`src/rtl/mem_access_ctrl_pkg.sv`:
```
// Shared definitions for the two-requester memory access controller:
// FSM state encoding, requester identifiers and the data width.
package mem_access_ctrl_pkg;

  localparam int DATA_W = 8;

  typedef enum logic [1:0] {
    IDLE   = 2'd0,
    ACCESS = 2'd1,
    RESP   = 2'd2
  } state_e;

  localparam logic REQ_A = 1'b0;
  localparam logic REQ_B = 1'b1;

endpackage

```
`src/rtl/mem_access_ctrl_arb.sv`:
```
// Two-way round-robin arbiter. The requester named by last_i was served
// most recently and therefore loses a tie; a lone request always wins.
module rr_arbiter_2
  import mem_access_ctrl_pkg::*;
(
  input  logic req_a_i,
  input  logic req_b_i,
  input  logic last_i,
  output logic gnt_valid_o,
  output logic gnt_id_o
);

  // Combinational winner selection
  always_comb begin
    gnt_valid_o = req_a_i | req_b_i;
    gnt_id_o    = REQ_A;
    if (req_a_i && req_b_i) begin
      if (last_i == REQ_A) begin
        gnt_id_o = REQ_B;
      end else begin
        gnt_id_o = REQ_A;
      end
    end else if (req_b_i) begin
      gnt_id_o = REQ_B;
    end else begin
      gnt_id_o = REQ_A;
    end
  end

endmodule

```
`src/rtl/mem_access_ctrl.sv`:
```
// Memory access controller: arbitrates two requesters onto a single
// 2**N x 2**N byte array. One transaction is IDLE -> ACCESS -> RESP;
// all outputs come straight from registers.
module mem_access_ctrl
  import mem_access_ctrl_pkg::*;
#(
  parameter int N = 2
) (
  input  logic              clk,
  input  logic              rst,
  input  logic              a_req,
  input  logic              a_wr,
  input  logic [2*N-1:0]    a_addr,
  input  logic [DATA_W-1:0] a_wdata,
  output logic              a_ack,
  output logic [DATA_W-1:0] a_rdata,
  input  logic              b_req,
  input  logic              b_wr,
  input  logic [2*N-1:0]    b_addr,
  input  logic [DATA_W-1:0] b_wdata,
  output logic              b_ack,
  output logic [DATA_W-1:0] b_rdata,
  output logic [N-1:0]      mem_row,
  output logic [N-1:0]      mem_col,
  output logic              mem_Rd,
  output logic              mem_Wr,
  output logic [DATA_W-1:0] mem_data_in,
  input  logic [DATA_W-1:0] mem_data_out,
  output logic              busy
);

  state_e              state_q, state_d;
  logic                last_q, last_d;      // last-served requester
  logic                id_q, id_d;          // requester owning the current op
  logic                wr_q, wr_d;          // latched operation type
  logic [N-1:0]        row_q, row_d;        // latched row (drives mem_row)
  logic [N-1:0]        col_q, col_d;        // latched column (drives mem_col)
  logic [DATA_W-1:0]   din_q, din_d;        // latched write data
  logic                rd_q, rd_d;
  logic                wrs_q, wrs_d;
  logic                a_ack_q, a_ack_d;
  logic                b_ack_q, b_ack_d;
  logic [DATA_W-1:0]   a_rdata_q, a_rdata_d;
  logic [DATA_W-1:0]   b_rdata_q, b_rdata_d;
  logic                busy_q, busy_d;

  logic                gnt_valid;
  logic                gnt_id;
  logic                sel_wr;
  logic [2*N-1:0]      sel_addr;
  logic [DATA_W-1:0]   sel_wdata;

  rr_arbiter_2 u_arb (
    .req_a_i     (a_req),
    .req_b_i     (b_req),
    .last_i      (last_q),
    .gnt_valid_o (gnt_valid),
    .gnt_id_o    (gnt_id)
  );

  // Route the granted requester's operation fields
  always_comb begin
    if (gnt_id == REQ_B) begin
      sel_wr    = b_wr;
      sel_addr  = b_addr;
      sel_wdata = b_wdata;
    end else begin
      sel_wr    = a_wr;
      sel_addr  = a_addr;
      sel_wdata = a_wdata;
    end
  end

  // Next-state and next-output logic; strobes and acks default low
  always_comb begin
    state_d   = state_q;
    last_d    = last_q;
    id_d      = id_q;
    wr_d      = wr_q;
    row_d     = row_q;
    col_d     = col_q;
    din_d     = din_q;
    rd_d      = 1'b0;
    wrs_d     = 1'b0;
    a_ack_d   = 1'b0;
    b_ack_d   = 1'b0;
    a_rdata_d = a_rdata_q;
    b_rdata_d = b_rdata_q;
    case (state_q)
      IDLE: begin
        if (gnt_valid) begin
          // Latch the winner's request; the strobes become active with ACCESS
          state_d = ACCESS;
          id_d    = gnt_id;
          wr_d    = sel_wr;
          row_d   = sel_addr[2*N-1:N];
          col_d   = sel_addr[N-1:0];
          din_d   = sel_wdata;
          wrs_d   = sel_wr;
          rd_d    = ~sel_wr;
        end else begin
          state_d = IDLE;
        end
      end
      ACCESS: begin
        // Capture array read data at the end of the strobe cycle
        state_d = RESP;
        if (!wr_q) begin
          if (id_q == REQ_B) begin
            b_rdata_d = mem_data_out;
          end else begin
            a_rdata_d = mem_data_out;
          end
        end else begin
          a_rdata_d = a_rdata_q;
        end
        if (id_q == REQ_B) begin
          b_ack_d = 1'b1;
        end else begin
          a_ack_d = 1'b1;
        end
      end
      RESP: begin
        // The pointer moves only once the ack has been delivered
        state_d = IDLE;
        last_d  = id_q;
      end
      default: begin
        state_d = IDLE;
      end
    endcase
    busy_d = (state_d != IDLE);
  end

  // State and output registers; last_q resets to B so A wins the first tie
  always_ff @(posedge clk or posedge rst) begin
    if (rst) begin
      state_q   <= IDLE;
      last_q    <= REQ_B;
      id_q      <= REQ_A;
      wr_q      <= 1'b0;
      row_q     <= {N{1'b0}};
      col_q     <= {N{1'b0}};
      din_q     <= {DATA_W{1'b0}};
      rd_q      <= 1'b0;
      wrs_q     <= 1'b0;
      a_ack_q   <= 1'b0;
      b_ack_q   <= 1'b0;
      a_rdata_q <= {DATA_W{1'b0}};
      b_rdata_q <= {DATA_W{1'b0}};
      busy_q    <= 1'b0;
    end else begin
      state_q   <= state_d;
      last_q    <= last_d;
      id_q      <= id_d;
      wr_q      <= wr_d;
      row_q     <= row_d;
      col_q     <= col_d;
      din_q     <= din_d;
      rd_q      <= rd_d;
      wrs_q     <= wrs_d;
      a_ack_q   <= a_ack_d;
      b_ack_q   <= b_ack_d;
      a_rdata_q <= a_rdata_d;
      b_rdata_q <= b_rdata_d;
      busy_q    <= busy_d;
    end
  end

  assign mem_row     = row_q;
  assign mem_col     = col_q;
  assign mem_data_in = din_q;
  assign mem_Rd      = rd_q;
  assign mem_Wr      = wrs_q;
  assign a_ack       = a_ack_q;
  assign b_ack       = b_ack_q;
  assign a_rdata     = a_rdata_q;
  assign b_rdata     = b_rdata_q;
  assign busy        = busy_q;

endmodule
```
`config.mk`:
```
export PLATFORM = sky130hd
export DESIGN_NAME = mem_access_ctrl
export DESIGN_NICKNAME = d
export VERILOG_FILES = /design/src/rtl/mem_access_ctrl_pkg.sv /design/src/rtl/mem_access_ctrl_arb.sv /design/src/rtl/mem_access_ctrl.sv
export SDC_FILE = /design/constraint.sdc
export NUM_CORES = 1
export LEC_CHECK = 0
export ABC_AREA = 1
export BUFFER_PORTS_ARGS = -buffer_cell sky130_fd_sc_hd__buf_2
export CAP_MARGIN = 20
export CELL_PAD_IN_SITES_DETAIL_PLACEMENT = 1
export CELL_PAD_IN_SITES_GLOBAL_PLACEMENT = 1
export CORE_ASPECT_RATIO = 1.4
export CORE_MARGIN = 5
export CORE_UTILIZATION = 33
export DETAILED_ROUTE_END_ITERATION = 6
export MAX_ROUTING_LAYER = met4
export PLACE_DENSITY_LB_ADDON = 0.12
export SLEW_MARGIN = 20
export SYNTH_ARGS = -nofsm -noshare
export SYNTH_HDL_FRONTEND = slang
export SYNTH_SLANG_ARGS = --single-unit
```
`constraint.sdc`:
```
create_clock -name clk -period 1.3 [get_ports clk]
set_input_delay 0.13 -clock clk [delete_from_list [all_inputs] [get_ports clk]]
set_output_delay 0.13 -clock clk [all_outputs]
set_load 0.05 [all_outputs]
```
; ---- After elaboration in Yosys (flattened, before gate mapping)
; Cells that the tools add are included.
[word_totals]
out_inout_bits = 33
word_cells = 42
reg_bits = 38
in_bits = 38
[op_classes]
n_mux = 16
bitwise_logic = 4
n_reduce_logical = 6
eq_ne = 2
[op_table]
columns = op, count
row1 = 2-to-1 mux 1 bit, 13
row2 = 2-to-1 mux 8 bit, 1
row3 = AND reduction 3 bit, 2
row4 = 2-to-1 mux 4 bit, 1
row5 = one-hot mux 2 bit (2 select lines), 1
row6 = inverter 1 bit, 3
row7 = == test 2 x 1 -> 1 bit (second input constant), 1
row8 = == test 2 bit (second input constant), 1
row9 = logical NOT 2 bit, 1
row10 = AND reduction 2 bit, 1
row11 = nonzero test 2 bit, 1
row12 = logical AND 1 bit, 1
row13 = bitwise OR 1 bit, 1

; ---- Longest topological paths before layout
; Gate-level depths: netlist (run 1).
[depth]
depth_word = 6
ltp_mapped = 7
mapped_depth_nobuf = 6

; ---- Cells and area by module
; Synthesis (run 1) repeated with hierarchy kept, for this count alone.
[hier_totals]
hier_cells = 198
area_unflattened_um2 = 1665.3
[by_module_without_submodules]
columns = module, n_inst, area_per_inst_um2, cells_each, seq_area_each_um2
row1 = mem_access_ctrl, 1, 1650.3, 195, 952.2
row2 = rr_arbiter_2, 1, 15.0, 3, 0.0

; ---- Least setup slack after synthesis (run 1)
; Ideal clock, no wire load.
[synth_timing]
path_type = register -> register
startpoint = register last_q
endpoint = register col_q[0] (netlist: mem_col[0])
setup_time_ns = 0.118
n_path_buf = 1
slack_ns = 0.114
synth_period_minus_slack_ns = 1.186
required_ns = 1.182
path_stages_with_launch = 7
t_arrival_ns = 1.068
path_cell_list = dfstp_2 nand2_1 nand2_1 buf_2 nand2_1 nand3_1 nand2_1
[synth_via]
elab_chain_len = 3
[synth_rtl]
columns = element, line_no
row1 = "start, declared", mem_access_ctrl.sv:33  ; logic last_q, last_d;
row2 = "start signal, assigned", mem_access_ctrl.sv:154  ; last_q <= last_d;
row3 = 2-to-1 mux 1 bit, mem_access_ctrl_arb.sv:18  ; if (last_i == REQ_A) begin
row4 = 2-to-1 mux 1 bit, mem_access_ctrl_arb.sv:17  ; if (req_a_i && req_b_i) begin
row5 = 2-to-1 mux 4 bit, mem_access_ctrl.sv:63  ; if (gnt_id == REQ_B) begin
row6 = "end signal, assigned", mem_access_ctrl.sv:143  ; col_q <= {N{1'b0}};
row7 = "end signal, assigned", mem_access_ctrl.sv:158  ; col_q <= col_d;
row8 = "end, declared", mem_access_ctrl.sv:37  ; logic [N-1:0] col_q, col_d;
; Every way passes these cells.
; A chain may end at the register's enable or synchronous reset.

; ---- Worst setup path after layout (run 1)
[layout_timing]
startpoint = register last_q
endpoint = register row_q[1] (netlist: mem_row[1])
[layout_via]
elab_chain_len = 3
[layout_rtl]
columns = element, line_no
row1 = 2-to-1 mux 1 bit, mem_access_ctrl_arb.sv:18
row2 = 2-to-1 mux 1 bit, mem_access_ctrl_arb.sv:17
row3 = 2-to-1 mux 4 bit, mem_access_ctrl.sv:63
row4 = "end signal, assigned", mem_access_ctrl.sv:142  ; row_q <= {N{1'b0}};
row5 = "end signal, assigned", mem_access_ctrl.sv:157  ; row_q <= row_d;
row6 = "end, declared", mem_access_ctrl.sv:36  ; logic [N-1:0] row_q, row_d;
; Every way passes these cells.

==> run summary, run 1 <==
Compound-gate portion of the synthesized area = 5.86%
Residual DRC count = 0
GRT Overall Usage = 13.6%
CP startpoint kind = flop
Die area = 6660 um2
Largest net degree at the start of global routing = 25
Final Power = 6.55 mW
Hold Vio Cnt, Final = 0
Pre-CTS WS = 0.0170 ns
Total grt overflow = 0
Final Hold Slack = 0.118 ns
Post-synthesis adder-cell area fraction = 0%
Setup WS post-layout = 0.0946 ns
Cell count after placement = 337
Yosys warnings = 0
Fillcell total = 641
Setup crit end kind = flop
# Max-Cap Violations = 0
Nets = 321
# port buffers = 70
Detail Placement HPWL = 3.34 mm
Area grow syn2layout = 34.4%
Final period util = 92.7%
Leakage = 1.36 nW
Routed len/inst = 12.3 um
Syn avg cell area = 8.30 um2
Seq cells post-synth = 38
Dominant cells by area after synthesis = dfrtp_1 (55%), nand2_1 (14%), inv_1 (9.1%)
# IOs = 71
Post-synthesis simple-gate area fraction = 25.1%
Setup_tns = 0 ns
Post-Synth XOR/XNOR Area = 0%
Cell variety after synth = 17
Kind of critical path = flop to flop
ANT nets after route = 0
Final setup vio count = 0
Syn Inst Count = 203
Vias/cell = 4.34
1st-iter DRT viols = 32
CTS Buf Count = 5
1st-pass router iterations = 4
First-pass GRT wire length = 7.14 mm
Number of global-route vias before repair = 1,561
Diode count = 0
Synth top area share = 54.9%
Max VDD drop = 1.03 mV
Core ar. = 4920 um2
Die Height = 94.6 um
RSZ-0062 raised after global routing = yes
Max Clock Freq = 830 MHz
Seq/Total Area, Yosys = 56.5%
Worst Path Max Fanout = 10
Worst slew pin tran = 0.299 ns
H-tree levels = 2
Initial antenna violation count = 0
GP Congestion = 0.753
Pwr dens = 2890 nW/um2
Syn Nets = 241
HP Class = primary input to flop
WP data required = 1.48 ns
Initial Utilization = 34.3%
Die Wd = 70.4 um
Layout cells sized above 1 = 33.5%
Deepest clock path buffer count = 2
Fin Clk Skew = 0.00520 ns
Clock-pin slew on the worst setup and hold paths = 0.08 ns
Max-slew violations = 0
Via Count = 1,512
CP arrival = 1.38 ns
Synth area leader = dfrtp_1
Mux contribution to synthesized area = 0%
Row cnt = 30
Largest family of logic cells by synthesized area = simple AND/OR/NAND/NOR gates
Slew margin rel. = 80.0%
TritonCTS clock tree = yes
Post-Syn Area = 1690 um2
Final wirelength = 4.26 mm
Outcome = complete, no violations
Clk sinks = 38
Post-Layout Cell Count = 348
Root Driver = clkbuf_8
Tmin final = 1.21 ns
Worst-skew pair later-pin latency = 0.28 ns
## worst max-delay path, cell delays in order (launching register included)
cell,delay [ns]
dfstp_2,0.53
nand2_1,0.11
nand2_1,0.10
buf_4,0.17
nand2_1,0.07
nand3_1,0.06
nand2_1,0.06
## cell usage in the layout (no fill, tap or decap)
master / Yosys / layout
clkinv_2: 0 / 1
nand2_2: 0 / 3
nor2_8: 1 / 1
nor2_2: 1 / 1
clkbuf_1: 1 / 1
a21oi_2: 1 / 1
nor2_4: 1 / 1
nand2_1: 64 / 61
dfstp_2: 1 / 1
o21ai_0: 17 / 17
inv_1: 41 / 41
dfrtp_1: 37 / 37
dlygate4sd3_1: 0 / 1
clkbuf_8: 0 / 6
nor2_1: 4 / 4
buf_12: 0 / 2
buf_4: 0 / 7
nand3_1: 26 / 26
buf_2: 2 / 70
inv_4: 1 / 1
o21ai_1: 1 / 1
## through the flow
stage | utilization (%) | cell area [um2]
after floorplan | - | 1690
after global placement | 43.3 | 2130
after detailed placement | 43.3 | 2130
after CTS | 45.4 | 2230
after global routing | 46.1 | 2270
final | 46.1 | 2270
## power breakdown
group | internal [mW] | switching (mW)
logic | 0.904 | 2.76
clock network | 0.428 | 0.403
registers | 1.76 | 0.297
## repair_timing
| action | in CTS | in global routing |
|---|---|---|
| pin swaps | 0 | 1 |
| setup endpoints to repair | 1 | 18 |
| buffers inserted | 0 | 2 |
| gates resized for setup | 1 | 2 |
| endpoints found under the hold margin | 37 | 0 |
| hold buffers | 1 | 0 |
## cell families (layout without fill, tap and decap cells)
logic type / Yosys count / count (layout)
AND/OR/NAND/NOR: 97 / 97
buffers and inverters: 49 / 130
flip-flops: 38 / 38
AO/OA/AOI/OAI: 19 / 19
## final cells by class
class | count | area [um2] | share of cell area [%]
clock buffers | 7 | 86.3 | 3.81
clock inverters | 1 | 5.00 | 0.221
inverters | 42 | 160 | 7.07
multi-input cells | 116 | 529 | 23.4
flip-flops and latches | 38 | 952 | 42.0
well taps | 64 | 80.1 | 3.53
repair buffers | 80 | 453 | 20.0
## state kept, by name, summed over array words and instances (netlist names), 2 cells and up
register / cells
mem_col: 2
state_q: 2
a_rdata: 8
b_rdata: 8
mem_data_in: 8
mem_row: 2
## synth_stat cells
| cell type | instances |
|---|---|
| a21oi_2 | 1 |
| buf_1 | 1 |
| buf_2 | 2 |
| buf_6 | 3 |
| clkbuf_1 | 1 |
| dfrtp_1 | 37 |
| dfstp_2 | 1 |
| inv_1 | 41 |
| inv_4 | 1 |
| nand2_1 | 64 |
| nand3_1 | 26 |
| nor2_1 | 4 |
| nor2_2 | 1 |
| nor2_4 | 1 |
| nor2_8 | 1 |
| o21ai_0 | 17 |
| o21ai_1 | 1 |
## routing by layer
metal	share of wire (%)	GRT usage [%]
met5	0	-
met4	0.66	4.47
met3	5.9	2.88
met2	52	24.1
met1	42	15.2
## final timing paths
path                            startpoint  slack [ns]  cells after the start         end
setup reg to reg                    last_q        0.09                      6  mem_row[1]
hold reg to reg                       id_q        0.47                      1       a_ack
min in group asynchronous              rst        0.42                      4  mem_row[0]
max in group asynchronous              rst        0.60                      4  b_rdata[5]
setup / recovery                    last_q        0.09                      6  mem_row[1]
hold / removal             mem_data_out[3]        0.12                      3  a_rdata[3]
(Power assumes the default switching activity.)
==> run 2: changes to the inputs <==
CORE_UTILIZATION = 37   (was 33)
CTS_BUF_LIST = sky130_fd_sc_hd__clkbuf_8   (was unset)
SLEW_MARGIN = unset   (was 20)
clock period = 1.4 ns   (was 1.3 ns; I/O delays follow)
==> run 2 against run 1 <==
Compared with the run above: critical endpoint is now wr_q; register-to-register slack improved by 0.07 ns; combinational power fell by 9.6%; highest routed layer unchanged; wire length rose by 0.91%; global-route usage rose by 2.3 points.
==> run summary, run 2 (synthesis gave the netlist of run 1 again) <==
Die Height = 89.9 um
Clock-pin slew on the worst setup and hold paths = 0.08 ns
Setup_tns = 0 ns
Via Count = 1,522
Residual DRC count = 0
Root Driver = clkbuf_8
Worst Path Max Fanout = 9
GRT Overall Usage = 15.9%
Die area = 6020 um2
Most common cell on crit path = nand2_1
Commonest non-fill, non-tap cell in the layout = buf_2
ANT nets after route = 0
Layout cells sized above 1 = 32.0%
Routed len/inst = 12.5 um
Outcome = complete, no violations
Number of global-route vias before repair = 1,569
Row cnt = 29
Final setup vio count = 0
Clk sinks = 38
Nets = 318
Worst slew pin tran = 0.469 ns
CTS Buf Count = 5
Initial antenna violation count = 0
Initial Utilization = 37.8%
Core ar. = 4460 um2
Area grow syn2layout = 33.6%
Setup crit end kind = flop
1st-iter DRT viols = 46
Largest net degree at the start of global routing = 39
Final period util = 88.4%
# Max-Cap Violations = 0
Max-slew violations = 0
Fin Clk Skew = 0.00447 ns
RSZ-0062 raised after global routing = no
Final Hold Slack = 0.116 ns
First-pass GRT wire length = 7.29 mm
CP arrival = 1.47 ns
Diode count = 0
1st-pass router iterations = 4
Crit path cell chain = inv_1, nand2_1, nor2_8, buf_12, nand3_1, nand2_1
GP Congestion = 0.713
Slew margin rel. = 68.7%
# IOs = 71
WP data required = 1.63 ns
Crit-path slowest cell = dfrtp_1
CP startpoint kind = flop
Hold Vio Cnt, Final = 0
Tmin final = 1.24 ns
Die Wd = 67.0 um
TritonCTS clock tree = yes
Vias/cell = 4.44
# port buffers = 70
H-tree levels = 2
Max Clock Freq = 808 MHz
Final wirelength = 4.30 mm
Deepest clock path buffer count = 2
Crit path largest cell delay = 0.36 ns
Leakage = 1.35 nW
Detail Placement HPWL = 3.21 mm
Worst-skew pair later-pin latency = 0.29 ns
Kind of critical path = flop to flop
Max VDD drop = 1.10 mV
HP Class = primary input to flop
Most frequent cells in the layout = buf_2 (70), nand2_1 (64), inv_1 (41)
Pwr dens = 2720 nW/um2
Total grt overflow = 0
-- run 2: final cells by class --
cell class                      count  area, um2
Sequential cell                    38        952
Inverter                           42        160
Clock inverter                      3       40.0
Clock buffer                        5       68.8
Fill cell                         577       2210
Timing Repair Buffer               77        430
Tap cell                           62       77.6
Multi-Input combinational cell    116        522
-- run 2: final timing paths --
path                                  from         end  slack [ns]  cells past startpoint
hold / removal             mem_data_out[7]  a_rdata[7]        0.12                      3
setup reg to reg                state_q[0]        wr_q        0.16                      6
min in group asynchronous              rst  mem_col[0]        0.44                      4
hold reg to reg                       id_q       a_ack        0.45                      1
max in group asynchronous              rst      last_q        0.70                      4
setup / recovery                state_q[0]        wr_q        0.16                      6
-- run 2: per-stage QoR --
stage               area, um2  setup WS, ns  utilization [%]  cells  power [mW]
floorplan                1690         0.214                -    203        4.43
global placement         2130         0.167             47.8    334        5.21
detailed placement       2130         0.149             47.8    334        5.28
CTS                      2250         0.114             50.4    343        6.23
global route             2250        0.0112             50.4    343        6.54
finish                   2250         0.162             50.4    343        6.13
-- run 2: metal layers --
layer	routed length [um]	vias to the layer above	share of wire, %	track usage, %
met5	0	-	0	-
li1	-	763	-	-
met2	2200	48	51	25.7
met1	1750	704	41	18.9
met4	63	0	1.5	6.60
met3	292	7	6.8	3.37
-- run 2: power breakdown --
part / internal, mW / leakage [nW] / switching (mW)
Sequential: 1.64 / 0.465 / 0.266
Clock: 0.524 / 0.0579 / 0.397
Combinational: 0.759 / 0.830 / 2.55
Total: 2.92 / 1.35 / 3.21
-- run 2: repair_timing --
item	CTS	global route
resized for setup	0	0
hold buffers	1	0
buffers inserted	0	0
endpoints found under the hold margin	37	0
setup endpoints to repair	0	0
-- run 2: critical path, delay by kind of cell (launching register included) --
kind,cells,cell delay (ns)
flops,1,0.36
buf+inv,2,0.27
simple gates,4,0.55
